==> src/rtl/riscv_tag_exc_unit_pkg.sv <==
// riscv_tag_exc_unit_pkg: shared cause codes and FSM state type for the DIFT tag-exception unit
package riscv_tag_exc_unit_pkg;
  localparam logic [1:0] TAG_EXC_NONE  = 2'b00;
  localparam logic [1:0] TAG_EXC_LOAD  = 2'b01;
  localparam logic [1:0] TAG_EXC_STORE = 2'b10;
  localparam logic [1:0] TAG_EXC_JUMP  = 2'b11;
  typedef enum logic {IDLE = 1'b0, PEND = 1'b1} tag_exc_state_e;
endpackage

==> src/rtl/riscv_tag_exc_arb.sv <==
// riscv_tag_exc_arb: fixed-priority (load > store > jump) encoder for the tag-check exception pulses
module riscv_tag_exc_arb
  import riscv_tag_exc_unit_pkg::*;
(
  input  logic       load_exc_i,
  input  logic       store_exc_i,
  input  logic       jump_exc_i,
  output logic       any_exc_o,
  output logic [1:0] cause_o
);
  assign any_exc_o = load_exc_i | store_exc_i | jump_exc_i;
  assign cause_o   = load_exc_i  ? TAG_EXC_LOAD  :
                     store_exc_i ? TAG_EXC_STORE :
                     jump_exc_i  ? TAG_EXC_JUMP  : TAG_EXC_NONE;
endmodule

==> src/rtl/riscv_tag_exc_unit.sv <==
// riscv_tag_exc_unit: captures DIFT tag exceptions, requests/stalls until acked, counts them; DIFT_EXC_ADDR_EN latches the faulting address
module riscv_tag_exc_unit
  import riscv_tag_exc_unit_pkg::*;
#(
  parameter int CNT_W = 8
) (
  input  logic             clk,
  input  logic             rst_n,
  input  logic             load_exc_i,
  input  logic             store_exc_i,
  input  logic             jump_exc_i,
  input  logic [31:0]      pc_wb_i,
  input  logic [31:0]      addr_wb_i,
  input  logic             exc_ack_i,
  input  logic             clear_i,
  output logic             exc_req_o,
  output logic [1:0]       exc_cause_o,
  output logic [31:0]      exc_pc_o,
  output logic [31:0]      exc_addr_o,
  output logic             stall_o,
  output logic [CNT_W-1:0] exc_cnt_o,
  output logic             exc_ovf_o
);
  tag_exc_state_e   state_q, state_d;
  logic [1:0]       cause_q, arb_cause;
  logic [31:0]      pc_q;
  logic [CNT_W-1:0] cnt_q, cnt_d;
  logic             ovf_q, ovf_d, any_exc, capture, ovf_evt;

  riscv_tag_exc_arb u_arb (
    .load_exc_i (load_exc_i),
    .store_exc_i(store_exc_i),
    .jump_exc_i (jump_exc_i),
    .any_exc_o  (any_exc),
    .cause_o    (arb_cause)
  );

  // an ack frees the slot in the same cycle, so a coincident exception is taken instead of overflowing
  always_comb begin
    capture = any_exc & (state_q == IDLE | exc_ack_i);
    ovf_evt = any_exc & state_q == PEND & ~exc_ack_i;
    state_d = capture ? PEND : (exc_ack_i ? IDLE : state_q);
    cnt_d   = clear_i ? '0 : (capture && cnt_q != '1) ? cnt_q + CNT_W'(1) : cnt_q;
    ovf_d   = ~clear_i & (ovf_q | ovf_evt);
  end

  // FSM, latched cause/PC, saturating counter and sticky overflow
  always_ff @(posedge clk or negedge rst_n) begin
    if (!rst_n) begin
      state_q <= IDLE;
      cause_q <= TAG_EXC_NONE;
      pc_q    <= '0;
      cnt_q   <= '0;
      ovf_q   <= 1'b0;
    end else begin
      state_q <= state_d;
      cnt_q   <= cnt_d;
      ovf_q   <= ovf_d;
      if (capture) begin
        cause_q <= arb_cause;
        pc_q    <= pc_wb_i;
      end
    end
  end

`ifdef DIFT_EXC_ADDR_EN
  logic [31:0] addr_q;
  // faulting address latched alongside the PC
  always_ff @(posedge clk or negedge rst_n) begin
    if (!rst_n) addr_q <= '0;
    else if (capture) addr_q <= addr_wb_i;
  end
  assign exc_addr_o = addr_q;
`else
  logic unused_addr;
  assign unused_addr = ^addr_wb_i;
  assign exc_addr_o  = 32'h0;
`endif

  assign exc_req_o   = state_q == PEND;
  assign stall_o     = state_q == PEND;
  assign exc_cause_o = cause_q;
  assign exc_pc_o    = pc_q;
  assign exc_cnt_o   = cnt_q;
  assign exc_ovf_o   = ovf_q;
endmodule

==> config.mk <==
export PLATFORM = sky130hd
export DESIGN_NAME = riscv_tag_exc_unit
export DESIGN_NICKNAME = d
export VERILOG_FILES = /design/src/rtl/riscv_tag_exc_unit_pkg.sv /design/src/rtl/riscv_tag_exc_arb.sv /design/src/rtl/riscv_tag_exc_unit.sv
export SDC_FILE = /design/constraint.sdc
export NUM_CORES = 1
export LEC_CHECK = 0
export ABC_CLOCK_PERIOD_IN_PS = 1600
export BUFFER_PORTS_ARGS = -buffer_cell sky130_fd_sc_hd__buf_2
export CORE_MARGIN = 3
export CORE_UTILIZATION = 37
export CTS_CLUSTER_DIAMETER = 60
export DETAILED_ROUTE_END_ITERATION = 8
export PLACE_DENSITY = 0.73
export SYNTH_ARGS = -nofsm -noshare
export SYNTH_HDL_FRONTEND = slang
export SYNTH_SLANG_ARGS = --single-unit
==> constraint.sdc <==
create_clock -name clk -period 1.6 [get_ports clk]
set_clock_uncertainty 0.2 [all_clocks]
set_input_delay 0.16 -clock clk [delete_from_list [all_inputs] [get_ports clk]]
set_output_delay 0.16 -clock clk [all_outputs]
set_load 0.1 [all_outputs]
### After elaboration in Yosys (flattened, before gate mapping)

Index checks and enable logic that the tools add are counted.

| storage, ports and cells | value |
|---|---|
| word-level logic and storage cells | 28 |
| output and inout port bits | 77 |
| register bits | 44 |

| operators by class | value |
|---|---|
| bitwise gates (word level) | 11 |
| multiplexer cells | 7 |
| equality and inequality tests | 1 |
| reduce and logical (&&, ||, !) cells | 3 |
| add/subtract/negate cells | 1 |

Operators with widths:

| kind | number |
|---|---|
| 2-to-1 mux 8 bit | 2 |
| adder 8 x 1 -> 8 bit, second input constant | 1 |
| != test 8 bit, second input constant | 1 |
| 2-to-1 mux 2 bit | 3 |
| bitwise AND 1 bit | 4 |
| OR 1 bit | 4 |
| nonzero test 2 bit | 2 |
| NOT 1 bit | 3 |
| 2-to-1 mux 1 bit | 2 |
| logical AND 1 bit | 1 |

### Longest topological paths before layout

Gate-level depths: netlist of run 1.

| logic depth | value |
|---|---|
| depth after elaboration | 6 |
| depth in mapped cells | 5 |

### Hierarchy

From an unflattened synthesis of run 1, not the netlist that was laid out.

| second synthesis, totals | value |
|---|---|
| cell total of the unflattened synthesis | 161 |
| area, all modules | 2057.0 um^2 |

Modules (own cells, without submodules):

| module | area each (um^2) | cells each | instances | sequential area each (um^2) |
|---|---|---|---|---|
| riscv_tag_exc_unit | 2030.7 | 156 | 1 | 1101.1 |
| riscv_tag_exc_arb | 26.3 | 5 | 1 | 0.0 |

### Worst setup path before layout of run 1

No wires, ideal clock.

| path | value |
|---|---|
| path type | reg2reg |
| from | register cnt_q[0], in the netlist exc_cnt_o[0] |
| to | register cnt_q[1], in the netlist exc_cnt_o[1] |
| stages on the path, launching flop included | 6 |
| path buffers | 0 |
| setup time | 0.132 ns |
| path slack | -0.636 ns |
| data required time | 1.268 ns |
| arrival time | 1.904 ns |
| cells stage by stage | dfrtp_1 -> ha_1 -> and2_1 -> a311o_1 -> mux2i_1 -> nor2_1 |

| on the way | value |
|---|---|
| cells in the longest elaborated chain, start to end | 3 |
| elaborated cells between the ends (all ways) | 6 |

RTL lines:

| item | line | source |
|---|---|---|
| start, declared | riscv_tag_exc_unit.sv:27 | `logic [CNT_W-1:0] cnt_q, cnt_d;` |
| start signal, assigned | riscv_tag_exc_unit.sv:57 | `cnt_q <= cnt_d;` |
| adder 8 x 1 -> 8 bit or != test 8 bit (tied branches) | riscv_tag_exc_unit.sv:43 | `cnt_d = clear_i ? '0 : (capture && cnt_q != '1) ? cnt_q + CNT_W'(1) : cnt_q;` |
| 2-to-1 mux 8 bit or logical AND 1 bit (tied branches) | riscv_tag_exc_unit.sv:43 |  |
| 2-to-1 mux 8 bit or nonzero test 2 bit (tied branches) | -- |  |

Several ways; a longest one is shown, not always the timed one. The select of a mux whose other input is x is not followed.
A chain may end at the register's enable or synchronous reset.

### Worst setup path after layout of run 1

| path | value |
|---|---|
| from | register state_q, in the netlist exc_req_o |
| to | register pc_q[25], in the netlist exc_pc_o[25] |

| on the way | value |
|---|---|
| cells in the longest elaborated chain, start to end | 3 |

RTL lines:

| item | line | source |
|---|---|---|
| start, declared | riscv_tag_exc_unit.sv:24 | `tag_exc_state_e state_q, state_d;` |
| start signal, assigned | riscv_tag_exc_unit.sv:56 | `state_q <= state_d;` |
| NOT 1 bit | riscv_tag_exc_unit.sv:40 | `capture = any_exc & (state_q == IDLE \| exc_ack_i);` |
| OR 1 bit | riscv_tag_exc_unit.sv:40 |  |
| bitwise AND 1 bit | riscv_tag_exc_unit.sv:40 |  |
| end signal, assigned | riscv_tag_exc_unit.sv:61 | `pc_q <= pc_wb_i;` |
| end, declared | riscv_tag_exc_unit.sv:26 | `logic [31:0] pc_q;` |

No other way between the ends.

==> reports/metrics.csv, run 1 <==
metric,value,unit
endpoint_kind,register,
min_period,1.66,ns
die-height,81.1,um
portBuffers,83,
timing.critical_path.from,exc_req_o,
synthesis.area,2080,um^2
wl,5.55,mm
floorplan.initialDensity,0.396,
launch_instance_of_the_worst_register_to_register_path,exc_req_o,
setup-tns-final,-1.15,ns
critPathMaxFanout,4,
grt_util_met3,0.0333,
detail_route.iter0.violations,36,
reg2reg_slack,-0.06,ns
final_net_count,381,
final.setup.worst_slack,-0.0612,ns
powerDensity,1130,nW/um^2
area.growth.synth_to_final,65.1,%
synth_compound_area_frac,0.0504,
post_synth_mux_area_share,0.178,
multiInputGateArea,981,um^2
mean_routed_wirelength_per_cell,14.6,um
total_leakage_power,1.70,nW
gr-total-overflow,0,
n_antenna_cell,0,
count_of_yosys_warnings_during_synthesis,0,
die_area,6570,um^2
synth_fa_ha_area_frac,0.00600,
top_area_cells_in_the_synthesized_netlist,"dfrtp_1, mux2_2, buf_4, buf_6, a21oi_1",
grt_pass1_wl,8.40,mm
finalMaxSlewViolations,0,
fin_util,0.653,
rr_endpoint,exc_pc_o[25],
yosysTopAreaCellShare,0.528,
numCtsBuffers,5,
hpwl,3.55,mm
grt_max_degree,23,
synth_ff_type,dfrtp_1,
worstSetupStartpointType,register,
globalRouteMet1Util,0.199,
synth_xor_xnor_area_share,0.00420,
grt_util_all_layers,0.172,
cp_slowest_cell,dfrtp_4,
via_count,1702,
cts.sink_count,44,
synthArstFlopShare,1.00,
failed_checks,setup timing,
drt-pass1-iter-count,4,
synth_top_family_by_area,multiplexers,
postSynthCellCount,166,
cts.root.buffer_cell,clkbuf_8,
synth_seq_area_share,0.528,
status,finished with violations,
clockBufferDepth,2,
arrival,1.64,ns
cts_tree,yes,
critical_path.cell_chain,nor2b_4 -> nor2_4 -> buf_6 -> clkbuf_16 -> mux2_4,
htree_levels,2,
core,5270,um^2
synth_enable_flop_cells,0,
max_freq,602,MHz
fillers,384,
die_w,81.1,um
synth_seq_cells,44,
gp_routability_congestion,0.757,
synth.largest_area_cell,dfrtp_1,
synth_simple_gate_area_share,0.0858,
post_synth_num_cell_types,33,
design_power_total,0.00390,W
seqCellArea,1130,um^2
worst_ep_required_time,1.58,ns
rsz0062_at_grt,true,
grt_util_met2,0.312,
number_of_global_route_vias_before_repair,1726,
final-hold-violation-count,0,
layout_worst_path_cycle_share,1.04,
finalSetupViolCount,30,
synth.avg_cell_area,12.6,um^2
worstHoldPathCells,4,
hold_path_class,in -> reg,
drt.antenna.violating_nets,0,
dp_worst_setup_slack,-0.0790,ns
drt-vias-per-instance,4.48,
max_cap_violations,0,
drc,0,
number_of_antenna_violations_at_the_first_check_in_global_routing,0,
slowest_delay,0.48,ns
placement_rows,26,
clkTransAtPathRegs,0.08,ns
fraction_of_final_layout_cells_with_drive_strength_greater_than_1,0.561,
rr_worst_depth,5,
area_of_all_placed_cells_without_fillers,3440,um^2
crit_type,reg -> reg,
dpl-instance-area,2790,um^2
grt_most_used_layer,met2,
clock_latency,0.29,ns
min_from,jump_exc_i,
min_delay_worst_endpoint,exc_req_o,
num_io_pins,148,
irDropWorstVdd,0.000699,V
area by class of cell:
class,instances,area share
Clock buffer,8,0.0262
Tap cell,70,0.0254
Multi-Input combinational cell,113,0.285
Timing Repair Buffer,144,0.333
Inverter,1,0.00109
Sequential cell,44,0.329
routing by layer:
layer	vias up	wire, um
met1	837	2270
met5	-	0
met3	2	298
li1	800	-
met2	63	2960
met4	0	23
sequential cells by signal, indices dropped and copies added, names as in the netlist:
name,flops
exc_cause_o,2
exc_cnt_o,8
exc_ovf_o,1
exc_pc_o,32
exc_req_o,1
cell usage after synthesis (2+ instances only):
master	n
and4_1	2
mux2_2	32
nand2_1	3
nor3_1	2
buf_4	33
a21oi_1	8
a31oi_1	2
and3_1	2
dfrtp_1	44
nor2_1	9
nand3_1	2
buf_6	4
a211oi_1	2
buf_1	2
where the power goes:
group	total, W	internal [W]	switching, W
Clock	0.000702	0.000352	0.000350
Combinational	0.00189	0.000437	0.00146
Sequential	0.00130	0.00123	0.0000668
worst max-delay path by stage:
stage / endpoint / slack (ns)
after floorplan: exc_cnt_o[1] / -0.25
after global placement: exc_cnt_o[1] / -0.05
after detailed placement: exc_cnt_o[1] / -0.08
after CTS: exc_pc_o[18] / -0.05
after global routing: exc_pc_o[11] / -0.09
final: exc_pc_o[25] / -0.06
metrics by stage:
| step | hold slack (ns) | instances |
|---|---|---|
| 6_report | 0.0468 | 380 |
| 5_1_grt | 0.0545 | 380 |
| 4_1_cts | 0.0347 | 376 |
| 3_5_place_dp | -0.0859 | 329 |
| 3_3_place_gp | -0.0876 | 329 |
| 2_1_floorplan | -0.336 | 197 |
worst max-delay path: cells and delay by family, from the launching register on:
family | cells | cell delay (ns)
buffers and inverters | 2 | 0.33
muxes | 1 | 0.29
and+or+nand+nor | 2 | 0.24
DFF | 1 | 0.48
cells in the final DEF (no fill, tap or decap), types with 2 or more instances in the layout:
cell	Yosys	final
buf_16	0	2
clkbuf_1	0	2
nor3_2	1	2
mux2_2	32	3
buf_4	33	20
dlygate4sd3_1	0	35
a211oi_1	2	2
clkbuf_8	0	6
nand3_1	2	2
dfrtp_4	0	8
buf_2	0	75
conb_1	1	32
a21oi_1	8	7
dfrtp_1	44	35
nor2_1	9	8
nand2_1	3	3
clkbuf_4	0	2
and3_4	1	2
mux2_4	0	29
buf_12	0	7
clkbuf_16	0	2
what timing repair did:
item / 4_1_cts / 5_1_grt
resized for setup: 12 / 11
cloned: 2 / 2
pin swaps: 7 / 2
hold buffers: 35 / 0
setup endpoints to repair: 33 / 36
setup buffers: 3 / 2
endpoints found under the hold margin: 65 / 0
cells by family (layout without fill, tap and decap cells):
logic type      after synthesis  after routing
compound gates               16             16
xor+xnor                      1              1
fa+ha+maj                     1              1
buf+inv                      40            153
flops                        44             44
mux                          33             33
other cells                   1             32
simple gates                 30             30
No activity file was read; power rests on OpenSTA's default activity.
==> inputs of run 2 (changes only) <==
ABC_AREA = 1   (was not set)
==> reports/metrics.csv, run 2 <==
metric,value,unit
status,"complete, no violations",
worst_ep_required_time,1.57,ns
leading_cell_type_in_the_layout_fill_and_taps_excluded,nand2_1,
die-height,81.9,um
postSynthCellCount,264,
core,5540,um^2
dpl.cell_count,419,
grt_util_all_layers,0.157,
numCtsBuffers,5,
wirelength_met1,2.09,mm
final-hold-violation-count,0,
hold_path_class,in -> reg,
critPathMaxFanout,5,
rr_worst_depth,8,
die_w,81.9,um
drt-vias-per-instance,4.24,
wl,5.35,mm
endpoint_kind,register,
area.growth.synth_to_final,46.9,%
number_of_global_route_vias_before_repair,1867,
htree_levels,2,
max_cap_violations,0,
launch_instance_of_the_worst_register_to_register_path,exc_cnt_o[1],
synth_seq_area_share,0.516,
synth_enable_flop_cells,0,
top_area_cells_in_the_synthesized_netlist,"dfrtp_1, nand2_1, buf_4, nor2_1, nand3_1",
cts.root.buffer_cell,clkbuf_8,
fin_util,0.565,
grt_pass1_wl,8.05,mm
layout_worst_path_cycle_share,0.963,
yosysTopAreaCellShare,0.516,
clkTransAtPathRegs,0.08,ns
synthArstFlopShare,1.00,
arrival,1.51,ns
count_of_yosys_warnings_during_synthesis,0,
post_synth_num_cell_types,20,
synth_top_family_by_area,simple AND/OR/NAND/NOR gates,
clock_latency,0.29,ns
cts_tree,yes,
fraction_of_final_layout_cells_with_drive_strength_greater_than_1,0.318,
post_synth_mux_area_share,0,
clockBufferDepth,2,
worstSetupStartpointType,register,
gp_routability_congestion,0.810,
n_antenna_cell,0,
min_period,1.54,ns
drt-pass1-iter-count,4,
synth_fa_ha_area_frac,0.00587,
synth_ff_type,dfrtp_1,
reg2reg_slack,0.06,ns
synth_xor_xnor_area_share,0.00411,
drt.antenna.violating_nets,0,
largest_register_ff_count,32,
floorplan.initialDensity,0.385,
mean_routed_wirelength_per_cell,11.5,um
drc,0,
final_cell_count_no_fill,465,
synth_simple_gate_area_share,0.298,
cts.sink_count,44,
placement_rows,27,
synth_compound_area_frac,0.0205,
max_freq,649,MHz
grt_max_degree,36,
portBuffers,83,
die_area,6710,um^2
via_count,1973,
synth.avg_cell_area,8.08,um^2
rsz0062_at_grt,true,
number_of_antenna_violations_at_the_first_check_in_global_routing,0,
worstHoldPathCells,5,
irDropWorstVdd,0.000632,V
area_of_all_placed_cells_without_fillers,3130,um^2
hpwl,3.57,mm
final_net_count,464,
total_leakage_power,1.75,nW
dpl-instance-area,2630,um^2
gr-total-overflow,0,
min_delay_worst_endpoint,exc_cause_o[0],
finalMaxSlewViolations,0,
detail_route.iter0.violations,46,
ys_top_cells_by_count,"nand2_1, dfrtp_1, buf_4",
rr_endpoint,exc_cnt_o[2],
met3_length,332,um
finalSetupViolCount,0,
crit_type,reg -> reg,
synth.largest_area_cell,dfrtp_1,
mostFrequentLayoutCells,"nand2_1, buf_2, dlygate4sd3_1, dfrtp_1, conb_1",
synth_seq_cells,44,
met2_length,2.89,mm
powerDensity,1260,nW/um^2
synthesis.area,2130,um^2
design_power_total,0.00393,W
min_from,jump_exc_i,
yosysMostFrequentCell,nand2_1,
highest_layer,met4,
num_io_pins,148,
-- run 2: cell count changes in the layout (fill, tap and decap cells not counted), sizes merged, moves of 6 or more --
cell and delta:
nor2 +8, nand3 +9, a21oi -6, inv +8
clkbuf -7, mux2 -32, nand2 +128, buf -10
-- run 2: stage by stage --
| step | worst slack (ns) | TNS (ns) | hold WS (ns) |
|---|---|---|---|
| finish | 0.0585 | 0 | 0.0407 |
| global route | -0.00160 | -0.00322 | 0.0334 |
| CTS | 0.0119 | 0 | 0.00624 |
| detailed placement | -0.0304 | -0.174 | -0.0559 |
| global placement | 0.0173 | 0 | -0.0715 |
| floorplan | -0.158 | -1.28 | -0.336 |
-- run 2: repair_timing --
| action | in CTS | in global routing |
|---|---|---|
| gates resized for setup | 5 | 5 |
| pin swaps | 0 | 3 |
| setup buffers | 0 | 2 |
| hold buffers | 36 | 0 |
| endpoints found under the setup margin | 8 | 18 |
| hold endpoints to repair | 81 | 0 |
-- run 2: report_power, final --
| part | internal [W] | total (W) | switching, W | leakage (nW) |
|---|---|---|---|---|
| combinational | 0.000329 | 0.00195 | 0.00162 | 1.17 |
| sequential | 0.00125 | 0.00132 | 0.0000726 | 0.531 |
| clock | 0.000304 | 0.000666 | 0.000361 | 0.0479 |
-- run 2: critical path, cell delays in order (launching register included) --
cell	delay (ns)
dfrtp_4	0.50
ha_4	0.18
nand2_4	0.07
nor2_4	0.04
nand2_2	0.08
nand2_4	0.08
buf_6	0.14
nand3_1	0.06
o21ai_1	0.07
-- run 2: worst max-delay path by stage --
stage / from / endpoint / cells past startpoint
detailed placement: exc_cnt_o[1] / exc_cnt_o[2] / 8
global route: exc_cnt_o[1] / exc_cnt_o[7] / 7
CTS: exc_cnt_o[1] / exc_cnt_o[7] / 8
finish: exc_cnt_o[1] / exc_cnt_o[2] / 8
global placement: exc_cnt_o[1] / exc_cnt_o[7] / 8
floorplan: exc_cnt_o[0] / exc_cnt_o[3] / 9
-- run 2: cells by family (layout without fill, tap and decap cells) --
kind of cell | Yosys count | in the layout
AND/OR/NAND/NOR | 161 | 161
adder cells (fa/ha/maj) | 1 | 1
XOR/XNOR | 1 | 1
other | 1 | 32
AO/OA/AOI/OAI | 6 | 6
buffers and inverters | 50 | 148
flip-flops | 44 | 44
-- run 2: per-layer routing --
layer,vias up,global-route usage
met4,0,0.0415
met1,898,0.167
met2,79,0.306
li1,990,-
met3,6,0.0373
met5,-,0
-- run 2: layout make-up --
| type | count | area, um^2 |
|---|---|---|
| Tap cell | 72 | 90.1 |
| Clock inverter | 3 | 18.8 |
| Clock buffer | 5 | 68.8 |
| Inverter | 9 | 33.8 |
| Fill cell | 504 | 2410 |
| Sequential cell | 44 | 1120 |
| Multi-Input combinational cell | 201 | 870 |
| Timing Repair Buffer | 131 | 932 |
==> inputs of run 3 (changes only) <==
SYNTH_HIERARCHICAL = 1   (was not set)
==> reports/metrics.csv, run 3 <==
metric,value,unit
launch_instance_of_the_worst_register_to_register_path,exc_cnt_o[0],
power.sequential.fraction,0.338,
synth.avg_cell_area,8.26,um^2
fraction_of_final_layout_cells_with_drive_strength_greater_than_1,0.306,
clock_latency,0.29,ns
synthArstFlopShare,1.00,
grt_util_all_layers,0.151,
arrival,1.18,ns
dp_worst_setup_slack,0.0911,ns
die_area,6710,um^2
net-switching-power,0.00207,W
gr-total-overflow,0,
numCtsBuffers,5,
count_of_yosys_warnings_during_synthesis,6,
timing.hold.ws,0.0245,ns
cp_slowest_cell,buf_2,
endpoint_kind,output port,
number_of_global_route_vias_before_repair,1695,
max_freq,650,MHz
drt-vias-per-instance,4.14,
cts.root.buffer_cell,clkbuf_8,
synth.largest_area_cell,dfrtp_1,
die-height,81.9,um
cts.sink_count,44,
hpwl,3.30,mm
power_frac_comb,0.486,
slowest_delay,0.45,ns
ys_top_cells_by_count,"nand2_1, dfrtp_1, buf_4",
synth_ff_type,dfrtp_1,
drt-pass1-iter-count,4,
p_int,0.00185,W
area.growth.synth_to_final,43.7,%
yosysTopAreaCellShare,0.516,
postSynthCellCount,258,
powerDensity,1280,nW/um^2
status,"complete, no violations",
number_of_antenna_violations_at_the_first_check_in_global_routing,0,
mostFrequentLayoutCells,"nand2_1, buf_2, dlygate4sd3_1, dfrtp_1, conb_1",
area_of_all_placed_cells_without_fillers,3060,um^2
final-hold-violation-count,0,
drt.antenna.violating_nets,0,
drc,0,
wl,5.15,mm
final_cell_count_no_fill,457,
yosysMostFrequentCell,nand2_1,
power.share.clock,0.176,
crit_type,reg -> out,
dpl-instance-area,2550,um^2
grt_max_degree,45,
synthesis.area,2130,um^2
cts_tree,yes,
top_area_cells_in_the_synthesized_netlist,"dfrtp_1, nand2_1, buf_4, nand3_1, inv_1",
reg2reg_slack,0.09,ns
timing.critical_path.max_delay_family,buffers and inverters,
min_delay_worst_endpoint,exc_cause_o[0],
detail_route.iter0.violations,37,
synth_seq_area_share,0.516,
gp_routability_congestion,0.842,
rr_worst_depth,8,
critical_path.cell_chain,buf_2,
irDropWorstVdd,0.000683,V
hold_path_class,in -> reg,
synth_seq_cells,44,
post_synth_num_cell_types,21,
worstSetupStartpointType,register,
largest_register_ff_count,32,
placement_rows,27,
core,5540,um^2
total_leakage_power,1.76,nW
rr_endpoint,exc_cnt_o[1],
final_net_count,456,
portBuffers,83,
mean_routed_wirelength_per_cell,11.3,um
floorplan.initialDensity,0.385,
num_io_pins,148,
worstHoldPathCells,6,
rsz0062_at_grt,true,
clkTransAtPathRegs,0.08,ns
max_cap_violations,0,
htree_levels,2,
worst_ep_required_time,1.24,ns
n_antenna_cell,0,
clockBufferDepth,2,
final.setup.worst_slack,0.0619,ns
finalMaxSlewViolations,0,
die_w,81.9,um
grt_pass1_wl,7.80,mm
leading_cell_type_in_the_layout_fill_and_taps_excluded,nand2_1,
min_period,1.54,ns
via_count,1891,
synth_enable_flop_cells,0,
finalSetupViolCount,0,
dpl.cell_count,408,
critPathMaxFanout,6,
cp.buffers_inverters,1,
switching_share,0.528,
min_from,store_exc_i,
layout_worst_path_cycle_share,0.961,
## run 3: cell types whose count changed in the layout (fill, tap and decap cells not counted), moves of 3 or more
cell and delta:
nor2_1 -9, buf_4 -3, xor2_1 +4, inv_1 +3
## run 3: through the flow
| step | power, W | util | TNS (ns) |
|---|---|---|---|
| 6_report | 0.00392 | 0.553 | 0 |
| 5_1_grt | 0.00409 | 0.553 | -0.0103 |
| 4_1_cts | 0.00394 | 0.545 | 0 |
| 3_5_place_dp | 0.00317 | 0.461 | 0 |
| 3_3_place_gp | 0.00315 | 0.461 | 0 |
| 2_1_floorplan | 0.00294 | - | -0.202 |
## run 3: metal layers
layer / vias to the layer above / global-route usage / part of all wire
met1: 865 / 0.189 / 0.43
met3: 7 / 0.0307 / 0.053
li1: 959 / - / -
met2: 60 / 0.258 / 0.51
met5: - / 0 / 0
met4: 0 / 0.0532 / 0.0099
## run 3: logic make-up after synthesis
logic type / count (synthesis) / synth area share
buffers and inverters: 51 / 0.155
xor gates and xnor gates: 5 / 0.0205
other: 1 / 0.00176
adders and majority gates: 1 / 0.00587
and+or+nand+nor: 153 / 0.291
DFF: 44 / 0.516
AOI/OAI and AO/OA: 3 / 0.00939
## run 3: how the worst max path moves through the flow
stage                             from            to  slack, ns  cells after the start
after floorplan           exc_cnt_o[1]  exc_cnt_o[5]      -0.03                      8
after global placement       exc_req_o  exc_cnt_o[1]       0.11                      7
after detailed placement  exc_cnt_o[0]  exc_cnt_o[7]       0.09                      7
after CTS                   load_exc_i  exc_pc_o[20]       0.02                      8
after global routing      exc_cnt_o[1]  exc_cnt_o[3]      -0.01                      8
final                     exc_cnt_o[2]  exc_cnt_o[2]       0.06                      1
## run 3: layout make-up
type	count	area, um^2
clock buffers	7	76.3
multi-input cells	194	847
clock inverters	1	8.76
fillers	529	2480
repair buffers	128	877
well taps	72	90.1
inverters	11	43.8
flip-flops and latches	44	1120
## run 3: power by group through the flow
stage | Sequential [W] | Clock [W] | Combinational, W
after floorplan | 0.00233 | 0 | 0.000614
after global placement | 0.00134 | 0 | 0.00181
after detailed placement | 0.00134 | 0 | 0.00182
after CTS | 0.00132 | 0.000721 | 0.00190
after global routing | 0.00134 | 0.000761 | 0.00199
final | 0.00133 | 0.000690 | 0.00191
## run 3: timing repair
| action | 4_1_cts | 5_1_grt |
|---|---|---|
| setup endpoints to repair | 0 | 40 |
| hold buffers | 38 | 0 |
| gates resized for setup | 0 | 6 |
| setup buffers | 0 | 3 |
| hold endpoints to repair | 80 | 0 |
